==> src/rtl/uart_pkg.sv <==
// Shared constants, FSM state encoding and parity helper for the UART receive path.
package uart_pkg;

  localparam int OVERSAMPLE  = 16;
  localparam int MID_SAMPLE  = 7;
  localparam int LAST_SAMPLE = 15;
  localparam int DATA_BITS   = 8;

  typedef enum logic [2:0] {
    IDLE   = 3'd0,
    START  = 3'd1,
    DATA   = 3'd2,
    PARITY = 3'd3,
    STOP   = 3'd4,
    BREAK  = 3'd5
  } state_t;

  // Even parity holds when data plus parity bit carry an even number of ones.
  function automatic logic even_parity_ok(input logic [DATA_BITS-1:0] data, input logic par);
    return ~(^{data, par});
  endfunction

endpackage

==> src/rtl/uart_rx_fifo.sv <==
// Synchronous first-word fall-through FIFO; the head entry is always visible on rd_data.
module uart_rx_fifo #(
  parameter int DEPTH = 4,
  parameter int WIDTH = 8
) (
  input  logic                     clk,
  input  logic                     rst,
  input  logic                     push,
  input  logic [WIDTH-1:0]         wr_data,
  input  logic                     pop,
  output logic [WIDTH-1:0]         rd_data,
  output logic                     full,
  output logic                     empty,
  output logic [$clog2(DEPTH):0]   count
);

  localparam int AW    = $clog2(DEPTH);
  localparam int CNT_W = AW + 1;
  localparam logic [AW-1:0]    PTR_ONE = AW'(1);
  localparam logic [CNT_W-1:0] CNT_ONE = CNT_W'(1);

  logic [WIDTH-1:0] mem_r [DEPTH];
  logic [AW-1:0]    wr_ptr_r;
  logic [AW-1:0]    rd_ptr_r;
  logic [CNT_W-1:0] count_r;
  logic             push_ok_s;
  logic             pop_ok_s;

  assign full      = (count_r == CNT_W'(DEPTH));
  assign empty     = (count_r == {CNT_W{1'b0}});
  assign push_ok_s = push & (~full | pop);
  assign pop_ok_s  = pop & ~empty;
  assign rd_data   = mem_r[rd_ptr_r];
  assign count     = count_r;

  // Storage, pointers and occupancy; a push on a full FIFO is accepted only alongside a pop.
  always_ff @(posedge clk or negedge rst) begin
    if (!rst) begin
      for (int i = 0; i < DEPTH; i++) begin
        mem_r[i] <= {WIDTH{1'b0}};
      end
      wr_ptr_r <= {AW{1'b0}};
      rd_ptr_r <= {AW{1'b0}};
      count_r  <= {CNT_W{1'b0}};
    end else begin
      if (push_ok_s) begin
        mem_r[wr_ptr_r] <= wr_data;
        wr_ptr_r        <= wr_ptr_r + PTR_ONE;
      end
      if (pop_ok_s) begin
        rd_ptr_r <= rd_ptr_r + PTR_ONE;
      end
      case ({push_ok_s, pop_ok_s})
        2'b10:   count_r <= count_r + CNT_ONE;
        2'b01:   count_r <= count_r - CNT_ONE;
        default: count_r <= count_r;
      endcase
    end
  end

endmodule

==> src/rtl/uart_rx_ctrl.sv <==
// UART receive controller: oversample tick, rx synchroniser, framing FSM and byte FIFO.
// Define UART_PARITY_EN for 8E1 framing with an even-parity check; default build is 8N1.
module uart_rx_ctrl
  import uart_pkg::*;
#(
  parameter int CLK_DIV    = 27,
  parameter int FIFO_DEPTH = 4
) (
  input  logic                          clk,
  input  logic                          rst,
  input  logic                          rx,
  output logic [7:0]                    rx_data,
  output logic                          rx_valid,
  input  logic                          rx_ready,
  output logic                          frame_err,
  output logic                          overrun,
  output logic                          parity_err,
  output logic                          busy,
  output logic [$clog2(FIFO_DEPTH):0]   fifo_count
);

  localparam int CNT_W = $clog2(OVERSAMPLE);
  localparam int IDX_W = $clog2(DATA_BITS);

  logic [7:0]           div_r;
  logic                 tick_s;
  logic                 sync1_r;
  logic                 sync2_r;
  logic                 rx_prev_r;
  logic                 fall_s;
  state_t               state_r;
  state_t               state_n;
  logic [CNT_W-1:0]     cnt_r;
  logic [CNT_W-1:0]     cnt_n;
  logic [IDX_W-1:0]     idx_r;
  logic [IDX_W-1:0]     idx_n;
  logic [DATA_BITS-1:0] shift_r;
  logic [DATA_BITS-1:0] shift_n;
  logic                 push_s;
  logic                 ferr_s;
  logic                 perr_s;
  logic                 fifo_full_s;
  logic                 fifo_empty_s;
  logic                 pop_s;
  logic                 frame_err_r;
  logic                 overrun_r;
  logic                 busy_r;
`ifdef UART_PARITY_EN
  logic                 par_bad_r;
  logic                 par_bad_n;
  logic                 parity_err_r;
`endif

  assign tick_s = (div_r == 8'(CLK_DIV - 1));
  assign fall_s = rx_prev_r & ~sync2_r;
  assign pop_s  = rx_ready & ~fifo_empty_s;

  // Free-running oversample tick divider.
  always_ff @(posedge clk or negedge rst) begin
    if (!rst) begin
      div_r <= 8'd0;
    end else if (tick_s) begin
      div_r <= 8'd0;
    end else begin
      div_r <= div_r + 8'd1;
    end
  end

  // Two-flop synchroniser plus one delayed copy for start-edge detection; idle level is high.
  always_ff @(posedge clk or negedge rst) begin
    if (!rst) begin
      sync1_r   <= 1'b1;
      sync2_r   <= 1'b1;
      rx_prev_r <= 1'b1;
    end else begin
      sync1_r   <= rx;
      sync2_r   <= sync1_r;
      rx_prev_r <= sync2_r;
    end
  end

  // Framing sequencer: samples mid start bit, then mid every following bit (count 15 after the re-centre).
  always_comb begin
    state_n = state_r;
    cnt_n   = tick_s ? (cnt_r + CNT_W'(1)) : cnt_r;
    idx_n   = idx_r;
    shift_n = shift_r;
    push_s  = 1'b0;
    ferr_s  = 1'b0;
    perr_s  = 1'b0;
`ifdef UART_PARITY_EN
    par_bad_n = par_bad_r;
`endif
    case (state_r)
      IDLE: begin
        cnt_n = {CNT_W{1'b0}};
        idx_n = {IDX_W{1'b0}};
        if (fall_s) begin
          state_n = START;
        end else begin
          state_n = IDLE;
        end
      end
      START: begin
        if (tick_s && (cnt_r == CNT_W'(MID_SAMPLE))) begin
          if (sync2_r) begin
            state_n = IDLE;
          end else begin
            cnt_n   = {CNT_W{1'b0}};
            idx_n   = {IDX_W{1'b0}};
            state_n = DATA;
          end
        end else begin
          state_n = START;
        end
      end
      DATA: begin
        if (tick_s && (cnt_r == CNT_W'(LAST_SAMPLE))) begin
          shift_n = {sync2_r, shift_r[DATA_BITS-1:1]};
          idx_n   = idx_r + IDX_W'(1);
          if (idx_r == IDX_W'(DATA_BITS - 1)) begin
`ifdef UART_PARITY_EN
            state_n = PARITY;
`else
            state_n = STOP;
`endif
          end else begin
            state_n = DATA;
          end
        end else begin
          state_n = DATA;
        end
      end
`ifdef UART_PARITY_EN
      PARITY: begin
        if (tick_s && (cnt_r == CNT_W'(LAST_SAMPLE))) begin
          par_bad_n = ~even_parity_ok(shift_r, sync2_r);
          state_n   = STOP;
        end else begin
          state_n = PARITY;
        end
      end
`endif
      STOP: begin
        if (tick_s && (cnt_r == CNT_W'(LAST_SAMPLE))) begin
          if (sync2_r) begin
`ifdef UART_PARITY_EN
            perr_s = par_bad_r;
            push_s = ~par_bad_r;
`else
            push_s = 1'b1;
`endif
            state_n = IDLE;
          end else begin
            ferr_s  = 1'b1;
            state_n = BREAK;
          end
        end else begin
          state_n = STOP;
        end
      end
      BREAK: begin
        cnt_n = {CNT_W{1'b0}};
        if (sync2_r) begin
          state_n = IDLE;
        end else begin
          state_n = BREAK;
        end
      end
      default: begin
        state_n = IDLE;
      end
    endcase
  end

  // FSM state, counters, shift register and registered status/error outputs.
  always_ff @(posedge clk or negedge rst) begin
    if (!rst) begin
      state_r     <= IDLE;
      cnt_r       <= {CNT_W{1'b0}};
      idx_r       <= {IDX_W{1'b0}};
      shift_r     <= {DATA_BITS{1'b0}};
      frame_err_r <= 1'b0;
      overrun_r   <= 1'b0;
      busy_r      <= 1'b0;
`ifdef UART_PARITY_EN
      par_bad_r    <= 1'b0;
      parity_err_r <= 1'b0;
`endif
    end else begin
      state_r     <= state_n;
      cnt_r       <= cnt_n;
      idx_r       <= idx_n;
      shift_r     <= shift_n;
      frame_err_r <= ferr_s;
      overrun_r   <= push_s & fifo_full_s & ~pop_s;
      busy_r      <= (state_n != IDLE);
`ifdef UART_PARITY_EN
      par_bad_r    <= par_bad_n;
      parity_err_r <= perr_s;
`endif
    end
  end

  uart_rx_fifo #(
    .DEPTH (FIFO_DEPTH),
    .WIDTH (DATA_BITS)
  ) u_fifo (
    .clk     (clk),
    .rst     (rst),
    .push    (push_s),
    .wr_data (shift_r),
    .pop     (pop_s),
    .rd_data (rx_data),
    .full    (fifo_full_s),
    .empty   (fifo_empty_s),
    .count   (fifo_count)
  );

  assign rx_valid  = ~fifo_empty_s;
  assign frame_err = frame_err_r;
  assign overrun   = overrun_r;
  assign busy      = busy_r;
`ifdef UART_PARITY_EN
  assign parity_err = parity_err_r;
`else
  assign parity_err = 1'b0;
  logic unused_perr_s;
  assign unused_perr_s = perr_s;
`endif

endmodule
==> config.mk <==
export PLATFORM = sky130hd
export DESIGN_NAME = uart_rx_ctrl
export DESIGN_NICKNAME = d
export VERILOG_FILES = /design/src/rtl/uart_pkg.sv /design/src/rtl/uart_rx_fifo.sv /design/src/rtl/uart_rx_ctrl.sv
export SDC_FILE = /design/constraint.sdc
export NUM_CORES = 1
export LEC_CHECK = 0
export ABC_AREA = 1
export CAP_MARGIN = 20
export CELL_PAD_IN_SITES_DETAIL_PLACEMENT = 0
export CELL_PAD_IN_SITES_GLOBAL_PLACEMENT = 1
export CORE_UTILIZATION = 51
export CTS_BUF_LIST = sky130_fd_sc_hd__clkbuf_8
export DETAILED_ROUTE_END_ITERATION = 8
export PLACE_DENSITY_LB_ADDON = 0.1
export SYNTH_ARGS = -nofsm -noshare
export SYNTH_HDL_FRONTEND = slang
export SYNTH_HIERARCHICAL = 1
export SYNTH_SLANG_ARGS = --single-unit
==> constraint.sdc <==
create_clock -name clk -period 4.7 [get_ports clk]
set_clock_uncertainty 0.1 [all_clocks]
set_input_delay 0.47 -clock clk [delete_from_list [all_inputs] [get_ports clk]]
set_output_delay 0.47 -clock clk [all_outputs]
set_load 0.005 [all_outputs]
# Word level (Yosys, flattened, before mapping)

Index checks and enable logic that the tools add are counted.
Widths: inputs -> output; s select.

Add/sub/neg operators: 7
$lt $le $gt $ge: 3
Equal/unequal tests: 14
Muxes and demuxes: 30
Bitwise operators: 13
Reduce and logical (&&, ||, !) cells: 11

Operator list:

| operator            | count |
|---|---|
| $bwmux 32           | 1 |
| $mux 8              | 4 |
| $mux 3              | 8 |
| $bmux 8 s2          | 1 |
| $demux 8 s2         | 1 |
| $pmux 3 s5          | 1 |
| $eq 3x3->1 const B  | 4 |
| $mux 4              | 3 |
| $pmux 3 s3          | 1 |
| $add 8x1->8 const B | 1 |
| $eq 8x5->1 const B  | 1 |
| $pmux 4 s2          | 1 |
| $mux 1              | 7 |
| $add 3x1->3 const B | 2 |
| $and 1x1->1         | 6 |
| $ge 3x3->1 const B  | 2 |
| $logic_not 3->1     | 2 |
| $ne 2x2->1 const B  | 3 |
| $not 2->3           | 2 |
| $pmux 3 s2          | 1 |
| $reduce_bool 3->1   | 2 |
| $add 2x1->2 const B | 2 |
| $add 4x1->4 const B | 1 |
| $eq 4x3->1 const B  | 1 |
| 15 further kinds    | 20 |

Bits in registers: 71
Input port bits: 4
Word-level logic and storage cells: 96

# Depth between registers and ports, before layout

Gate-level depths: netlist of the first run.

Depth in word-level cells: 7
Mapped depth: 15

# Hierarchy

The synthesis of the first run kept the hierarchy.

Modules (own cells, without submodules):

| module       | times used | cells an instance | area each (um^2) | seq. area each (um^2) |
|---|---|---|---|---|
| uart_rx_fifo | 1          | 236               | 2009.4           | 975.9 |
| uart_rx_ctrl | 1          | 183               | 1615.3           | 804.5 |

# Least setup slack after synthesis of the first run

Ideal clock, no wire load.

Kind: register to register
Start: register div_r[0]
End: register u_fifo.count_r[1] (netlist: u_fifo/count[1])
Setup time: 0.083 ns
Data arrival time: 2.217 ns
Slack: 2.301 ns
Cell stages (with the launch flop): 13
Path buffers: 1
Period minus slack after synthesis: 2.399 ns
Cell sequence: dfrtp_1 -> inv_1 -> ha_1 -> nand2_1 -> nor2_4 -> nand3_2 -> nor2_1 -> buf_2 -> nand2_1 -> ha_1 -> inv_1 -> fa_1 -> o21ai_0

Longest elaborated chain between the ends: 7

RTL lines:

| item                                            | line                | text |
|---|---|---|
| start, declared                                 | uart_rx_ctrl.sv:25  | `logic [7:0] div_r;` |
| start signal, assigned                          | uart_rx_ctrl.sv:65  | `div_r <= div_r + 8'd1;` |
| $eq 8x5->1 *                                    | uart_rx_ctrl.sv:54  | `assign tick_s = (div_r == 8'(CLK_DIV - 1));` |
| $logic_and 1x1->1 *                             | uart_rx_ctrl.sv:145 | `if (tick_s && (cnt_r == CNT_W'(LAST_SAMPLE))) begin` |
| $mux 1 *                                        | uart_rx_ctrl.sv:145 |  |
| $mux 1 *                                        | uart_rx_ctrl.sv:94  | `case (state_r)` |
| via push_s                                      | uart_rx_ctrl.sv:39  | `logic push_s;` |
| $and 1x1->1 *                                   | uart_rx_fifo.sv:31  | `assign push_ok_s = push & (~full \| pop);` |
| $eq 2x1->1 or $eq 2x2->1 (tied branches)        | uart_rx_fifo.sv:53  | `case ({push_ok_s, pop_ok_s})` |
| $pmux 3 s2 or $reduce_bool 2->1 (tied branches) | -                   |  |
| end signal, assigned                            | uart_rx_fifo.sv:54  | `2'b10: count_r <= count_r + CNT_ONE;` |
| end signal, assigned                            | uart_rx_fifo.sv:55  | `2'b01: count_r <= count_r - CNT_ONE;` |
| end signal, assigned                            | uart_rx_fifo.sv:56  | `default: count_r <= count_r;` |
| end, declared                                   | uart_rx_fifo.sv:25  | `logic [CNT_W-1:0] count_r;` |

The timed path passes the listed nets; every way through them passes the cells marked *.
A chain may end at the register's enable or synchronous reset.

# Final worst setup path of the first run

Start: register u_fifo.count_r[1] (netlist: u_fifo/count[1])
End: register u_fifo.count_r[2] (netlist: u_fifo/count[2])

Longest elaborated chain between the ends: 7

RTL lines:

| item                                            | line               | text |
|---|---|---|
| start signal, assigned                          | uart_rx_fifo.sv:44 | `count_r <= {CNT_W{1'b0}};` |
| start signal, assigned                          | uart_rx_fifo.sv:54 |  |
| start signal, assigned                          | uart_rx_fifo.sv:55 |  |
| $logic_not 3->1 *                               | uart_rx_fifo.sv:30 | `assign empty = (count_r == {CNT_W{1'b0}});` |
| via fifo_empty_s                                | uart_rx_ctrl.sv:43 | `logic fifo_empty_s;` |
| $not 1->1 *                                     | uart_rx_ctrl.sv:56 | `assign pop_s = rx_ready & ~fifo_empty_s;` |
| $and 1x1->1 *                                   | uart_rx_ctrl.sv:56 |  |
| via pop_s                                       | uart_rx_ctrl.sv:44 | `logic pop_s;` |
| $or 1x1->1                                      | uart_rx_fifo.sv:31 |  |
| $and 1x1->1                                     | uart_rx_fifo.sv:31 |  |
| $eq 2x1->1 or $eq 2x2->1 (tied branches)        | uart_rx_fifo.sv:53 |  |
| $pmux 3 s2 or $reduce_bool 2->1 (tied branches) | -                  |  |

Marks and branches as above.

==> results of run 1 <==
-- worst min path at each step --
stage / from / to / slack (ns) / depth (start not counted)
global placement: sync1_r / sync2_r / 0.25 / 0
finish: rst / u_fifo/mem_r[0] / 0.09 / 1
detailed placement: sync1_r / sync2_r / 0.25 / 0
floorplan: rst / busy / 0.07 / 0
global route: rst / u_fifo/mem_r[0] / 0.16 / 1
CTS: rst / u_fifo/mem_r[0] / 0.11 / 1
-- worst max-delay path, delay by kind of cell, from the launching register on --
kind                       cells  cell delay (ns)
buffers and inverters          4             0.31
and+or+nand+nor                7             1.34
xor gates and xnor gates       1             0.15
adders and majority gates      2             0.60
DFF                            1             0.43
-- metrics by stage --
stage / setup slack (ns) / utilization [%] / total power, W / instances
2_1_floorplan: 2.301 / - / 0.0009871 / 419
3_3_place_gp: 1.675 / 55.62 / 0.001146 / 516
3_5_place_dp: 1.539 / 55.62 / 0.001159 / 516
4_1_cts: 1.707 / 58.28 / 0.001601 / 532
5_1_grt: 1.390 / 58.28 / 0.001686 / 532
6_report: 1.691 / 58.28 / 0.001581 / 532
-- cell type report --
cell class / instances / area, um2
fillers: 633 / 2850
flip-flops and latches: 71 / 1780
multi-input cells: 295 / 1582
repair buffers: 20 / 190.2
clock buffers: 12 / 165.2
inverters: 34 / 127.6
well taps: 96 / 120.1
clock inverters: 4 / 16.27
-- state kept, by name, summed over array words and instances, names as in the netlist, 2 cells and up --
register,flops
shift_r,8
state_r,3
div_r,8
u_fifo/wr_ptr_r,2
u_fifo/mem_r,32
u_fifo/rd_ptr_r,2
u_fifo/count,3
cnt_r,4
idx_r,3
-- cell families (layout without fill, tap and decap cells) --
logic type	count (synthesis)	in the layout	synth area share [%]
AO/OA/AOI/OAI	44	44	6.455
other	1	1	0.1035
AND/OR/NAND/NOR	229	229	30.58
buffers and inverters	53	70	7.317
XOR/XNOR	10	10	2.416
adder cells (fa/ha/maj)	11	11	4.004
flip-flops	71	71	49.12
-- power breakdown --
part	switching, W	total, W	leakage [nW]	internal (W)
registers	0.0000613	0.000702	0.948	0.000641
clock network	0.000209	0.000438	0.106	0.000229
logic	0.000228	0.000441	0.974	0.000213
-- cell usage in the layout (no fill, tap or decap) --
master / count
nand2_4: 2
dfstp_2: 3
nor2_1: 42
xnor2_1: 5
o22ai_1: 8
nand3_2: 10
nor3_1: 4
conb_1: 1
nand2_1: 113
nand4_2: 1
dfrtp_1: 68
nor3_4: 1
nand3_1: 7
xor2_1: 5
clkinv_2: 1
clkbuf_8: 12
clkinv_1: 1
nand2_2: 5
fa_1: 1
nor2_2: 4
nand3b_1: 1
nor2_4: 3
buf_2: 1
o21ai_2: 1
inv_1: 32
clkdlybuf4s50_1: 17
o21ai_0: 31
ha_1: 10
a21oi_1: 4
inv_2: 4
buf_4: 2
nand4_1: 36
-- layer usage --
layer  up-vias  GRT usage, %
met5         -             0
met2        47         36.51
met3        12         3.524
met4         0         7.727
li1       1406             -
met1      1314         28.57
==> summary.md, run 1 <==
| Metric | Value |
|---|---|
| CP endpoint kind | `register` |
| Die X | `86.31 um` |
| Leak Pwr | `2.027 nW` |
| Drt first pass iters | `4` |
| Post-DP HPWL | `5117 um` |
| Reg2reg setup slack | `1.69 ns` |
| Final GP Congestion | `0.8619` |
| Ys flop type | `dfrtp_1` |
| Worst EP arrival | `3.17 ns` |
| Share of cells above drive strength 1 | `11.47%` |
| ANT cells | `0` |
| Routed len/inst | `13.64 um` |
| Initial core utilization | `53.06%` |
| Async S/R FF share, synth | `100.0%` |
| Area Overhead vs Synth | `9.838%` |
| DR vias | `2779` |
| Fin. max-slew vios | `0` |
| Critical Path Sink | `u_fifo/count[2]` |
| Commonest cells post-synth | `nand2_1, dfrtp_1, nor2_1` |
| Synth cell types | `32` |
| Met1 wire length | `3445 um` |
| Row Count | `30` |
| Max_slew headroom | `50.10%` |
| Post-CTS Resized | `0` |
| TritonCTS Sinks | `71` |
| Syn_nets | `434` |
| Syn Std Cell Area | `3625 um2` |
| Fin Setup TNS | `0 ns` |
| Nets | `446` |
| Top Ports | `20` |
| Worst hold path class | `in -> async` |
| Worst skew pair latency | `0.33 ns` |
| Max FO, Critical Path | `39` |
| Detailed Route WL | `7256 um` |
| Placeable core area | `6832 um2` |
| WP data required | `4.86 ns` |
| Synth top area share | `46.95%` |
| Clock slew at reported path FFs | `0.07 ns` |
| Grt ovf | `0` |
| Max Cap Viol | `0` |
| Mapped Cells | `419` |
| Routed wl met2 | `3497 um` |
| Crit. Startpoint | `u_fifo/count[1]` |
| # port buffers | `18` |
| Initial drt markers | `101` |
| Total GRT Usage | `21.73%` |
| Clock Tree Buf Depth | `2` |
| H-tree levels | `3` |
| YS warnings | `6` |
| Seq/Total Area, Yosys | `49.12%` |
| Synth top area cells | `dfrtp_1, nand2_1, nand4_1` |
| Routed Antenna Nets | `0` |
| Crit path kind | `reg -> reg` |
| Outcome | `finished, final reports clean` |
| Final period util | `64.03%` |
| DRC errors left | `0` |
| Placed Area | `3800 um2` |
| RR Endpoint | `u_fifo/count[2]` |
| Count leader, synth | `nand2_1` |
| Crit Reg-Reg Startpoint | `u_fifo/count[1]` |
| Final min period | `3.009 ns` |
| Register bit total from synthesis | `71` |
| Critical path's slowest cell | `nand3_2` |
| Die area | `7449 um2` |
| Post-CTS setup buffer count | `0` |
| Met3 WL | `195 um` |
| Power Density | `397.2 nW/um2` |
| Syn avg cell area | `8.651 um2` |
| Post-synth top area cell | `dfrtp_1` |
| Reg2reg path depth | `14` |
| Number of enable flip-flop cells after synthesis | `0` |
| CTS buffer count | `9` |
| Vias in the first global route | `2589` |
| Final Hold Vio Count | `0` |
| Worst-Margin Slew | `0.7484 ns` |
| Via density per instance | `5.224` |
| Pin count of the biggest net entering global routing | `40` |
| Worst hold slack | `0.09451 ns` |
| CTS root buf | `clkbuf_8` |
| Initial antenna violation count | `0` |
| RSZ-0062 raised after global routing | `no` |
| Worst vdd ir | `0.1696 mV` |
| Max Clock Freq | `332.3 MHz` |
| Final instance area | `3981 um2` |
| Cts hold-fix bufs | `0` |
| Die height | `86.31 um` |
| Final setup violation count | `0` |
| Critical Path, Cell by Cell | `nor2_2 > nand2_1 > inv_1 > nor2_1 > inv_1 > nand3_2 > nand2_1 > ha_1 > inv_1 > fa_1 > inv_1 > nand2_1 > nand3b_1 > xor2_1` |
| Top routing layer in use | `met4` |
| Slowest Stage Delay on Critical Path | `0.56 ns` |
| Global-route wire length before repair | `12470 um` |
| Cell repeated most along the worst path | `inv_1` |
| CTS tree | `yes` |
| Worst setup SP type | `register` |
Power figures use the tool's default switching activity.
==> run 2: changes to the inputs <==
Settings changed: CORE_UTILIZATION 51 to 47.
Clock period 4.7 ns to 2.8 ns, I/O delays scaled along.
==> summary.md, run 2 (synthesized netlist as in run 1, its figures left out) <==
| Metric | Value |
|---|---|
| Outcome | `finished, final reports clean` |
| HP Start | `rx` |
| Critical Path Sink | `rx_data[5]` |
| Top Registers | `u_fifo/mem_r: 32 flops, div_r: 8 flops, shift_r: 8 flops` |
| Power Density | `674.5 nW/um2 (+70%)` |
| Leak Pwr | `2.069 nW (+2.0%)` |
| Comb power frac | `29.0% (+1.1 points)` |
| Area Overhead vs Synth | `12.32%` |
| Global-route wire length before repair | `12770 um (+2.4%)` |
| Max FO, Critical Path | `17 (-56%)` |
| Row Count | `31 (+3.3%)` |
| Post-CTS setup buffer count | `0 (unchanged)` |
| Post-DP HPWL | `5154 um (+0.72%)` |
| Hold path cells | `1` |
| Worst EP arrival | `1.93 ns (-1.24 ns)` |
| Cts hold-fix bufs | `1 (+1)` |
| Initial core utilization | `49.19% (-3.9 points)` |
| Die area | `8068 um2 (+8.3%)` |
| Initial drt markers | `114 (+13%)` |
| Max reg flops | `32 (unchanged)` |
| Clock slew at reported path FFs | `0.07 ns (about the same)` |
| Via density per instance | `5.096 (-2.4%)` |
| Leading cell type in the layout, fill and taps excluded | `nand2_1` |
| Total GRT Usage | `19.88% (-1.8 points)` |
| Final period util | `82.66%` |
| DR vias | `2762 (-0.61%)` |
| Sw Pwr | `0.0008367 W (+68%)` |
| Crit Reg-Reg Startpoint | `cnt_r[0]` |
| CTS root buf | `clkbuf_8` |
| Worst skew pair latency | `0.33 ns (about the same)` |
| Placeable core area | `7370 um2 (+7.9%)` |
| ANT cells | `0 (unchanged)` |
| RSZ-0062 raised after global routing | `no` |
| Detailed Route WL | `7255 um (about the same)` |
| TritonCTS Sinks | `71 (unchanged)` |
| Die height | `89.82 um (+4.1%)` |
| Clock Tree Buf Depth | `2 (unchanged)` |
| Clk pwr share | `29.4% (+1.7 points)` |
| Post-CTS Resized | `0 (unchanged)` |
| Routed len/inst | `13.39 um (-1.9%)` |
| CTS tree | `yes` |
| Drt first pass iters | `5 (+1)` |
| Worst hold path class | `in -> reg` |
| Final Hold Vio Count | `0 (unchanged)` |
| Worst-Margin Slew | `0.5652 ns (-0.1832 ns)` |
| Final GP Congestion | `0.7946 (-7.8%)` |
| Top Ports | `20 (unchanged)` |
| DRC errors left | `0 (unchanged)` |
| Grt ovf | `0 (unchanged)` |
| Reg2reg setup slack | `0.54 ns (-1.15 ns)` |
| Die X | `89.82 um (+4.1%)` |
| Crit. Startpoint | `u_fifo/rd_ptr_r[0]` |
| H-tree levels | `3 (unchanged)` |
| # port buffers | `18 (unchanged)` |
| CTS buffer count | `9 (unchanged)` |
| Flop pwr share | `41.5% (-2.9 points)` |
| WP data required | `2.42 ns (-2.44 ns)` |
| Final instance area | `4071 um2 (+2.3%)` |
| Sw frac | `30.47% (-1.1 points)` |
| Reg2reg path depth | `10 (-4)` |
| Final setup violation count | `0 (unchanged)` |
| Worst vdd ir | `0.2883 mV (+70%)` |
| Pin count of the biggest net entering global routing | `49 (+23%)` |
| Int Pwr | `0.001910 W (+76%)` |
| Max Cap Viol | `0 (unchanged)` |
| Initial antenna violation count | `0 (unchanged)` |
| Placed Area | `3861 um2 (+1.6%)` |
| Nets | `453 (+1.6%)` |
| Worst setup SP type | `register` |
| Max Clock Freq | `432.1 MHz` |
| Vias in the first global route | `2682 (+3.6%)` |
| Final min period | `2.314 ns` |
| Most flop-heavy register | `u_fifo/mem_r` |
| Most frequent cells in the layout | `nand2_1, dfrtp_1, nor2_1` |
| Max_slew headroom | `62.32% (+12 points)` |
| CP endpoint kind | `primary output` |
| RR Endpoint | `u_fifo/count[1]` |
| Share of cells above drive strength 1 | `13.09% (+1.6 points)` |
| Routed Antenna Nets | `0 (unchanged)` |
| Fin Setup TNS | `0 ns (unchanged)` |
| Fin. max-slew vios | `0 (unchanged)` |
| Crit path kind | `reg -> out` |
## run 2: cell count changes in the layout (fill, tap and decap cells not counted)
cell           delta
buf_12            +1
buf_4             +5
bufinv_16         +1
clkbuf_8          -1
clkinv_2          +2
dlygate4sd3_1     +1
inv_1             -2
## run 2: power by group through the flow
stage                     registers (W)  logic, W  clock network (W)
final                           0.00114  0.000797           0.000808
after global routing            0.00115  0.000893           0.000883
after CTS                       0.00114  0.000808           0.000840
after detailed placement        0.00116  0.000806                  0
after global placement          0.00116  0.000789                  0
after floorplan                 0.00113  0.000522                  0
## run 2: area by class of cell
type | count | area, um2
inverters | 34 | 127.6
fillers | 726 | 3298
flip-flops and latches | 71 | 1780
multi-input cells | 295 | 1582
clock inverters | 5 | 48.80
repair buffers | 27 | 257.7
clock buffers | 11 | 151.4
well taps | 99 | 123.9
## run 2: worst min-delay path by stage
| stage | slack (ns) | to |
|---|---|---|
| 5_1_grt | 0.22 | sync1_r |
| 2_1_floorplan | -0.12 | busy |
| 3_5_place_dp | 0.20 | u_fifo/rd_ptr_r[0] |
| 4_1_cts | 0.23 | sync1_r |
| 3_3_place_gp | 0.21 | u_fifo/rd_ptr_r[0] |
| 6_report | 0.25 | sync1_r |
## run 2: per-layer routing
metal | track usage, % | up-vias | share of wire [%] | wire length [um]
li1 | - | 1411 | - | -
met1 | 26.33 | 1303 | 47 | 3420
met2 | 32.44 | 41 | 48 | 3486
met3 | 5.076 | 7 | 3.5 | 256
met4 | 5.328 | 0 | 1.3 | 91
met5 | 0 | - | 0 | 0
## run 2: per-stage QoR
stage | utilization (%) | cells | hold slack (ns) | setup WS, ns | power, W
finish | 55.25 | 542 | 0.2497 | 0.4855 | 0.002746
global route | 55.25 | 542 | 0.2236 | 0.2576 | 0.002927
CTS | 55.25 | 542 | 0.2291 | 0.4495 | 0.002790
detailed placement | 52.39 | 525 | 0.2004 | 0.4910 | 0.001966
global placement | 52.39 | 525 | 0.2075 | 0.5349 | 0.001950
floorplan | - | 419 | -0.1156 | 0.4008 | 0.001657
## run 2: worst max-delay path: stages, from the launching register on
cell and delay (ns):
dfrtp_1 0.38, inv_1 0.39, nor2_1 0.10, o22ai_1 0.21, clkdlybuf4s50_1 0.52
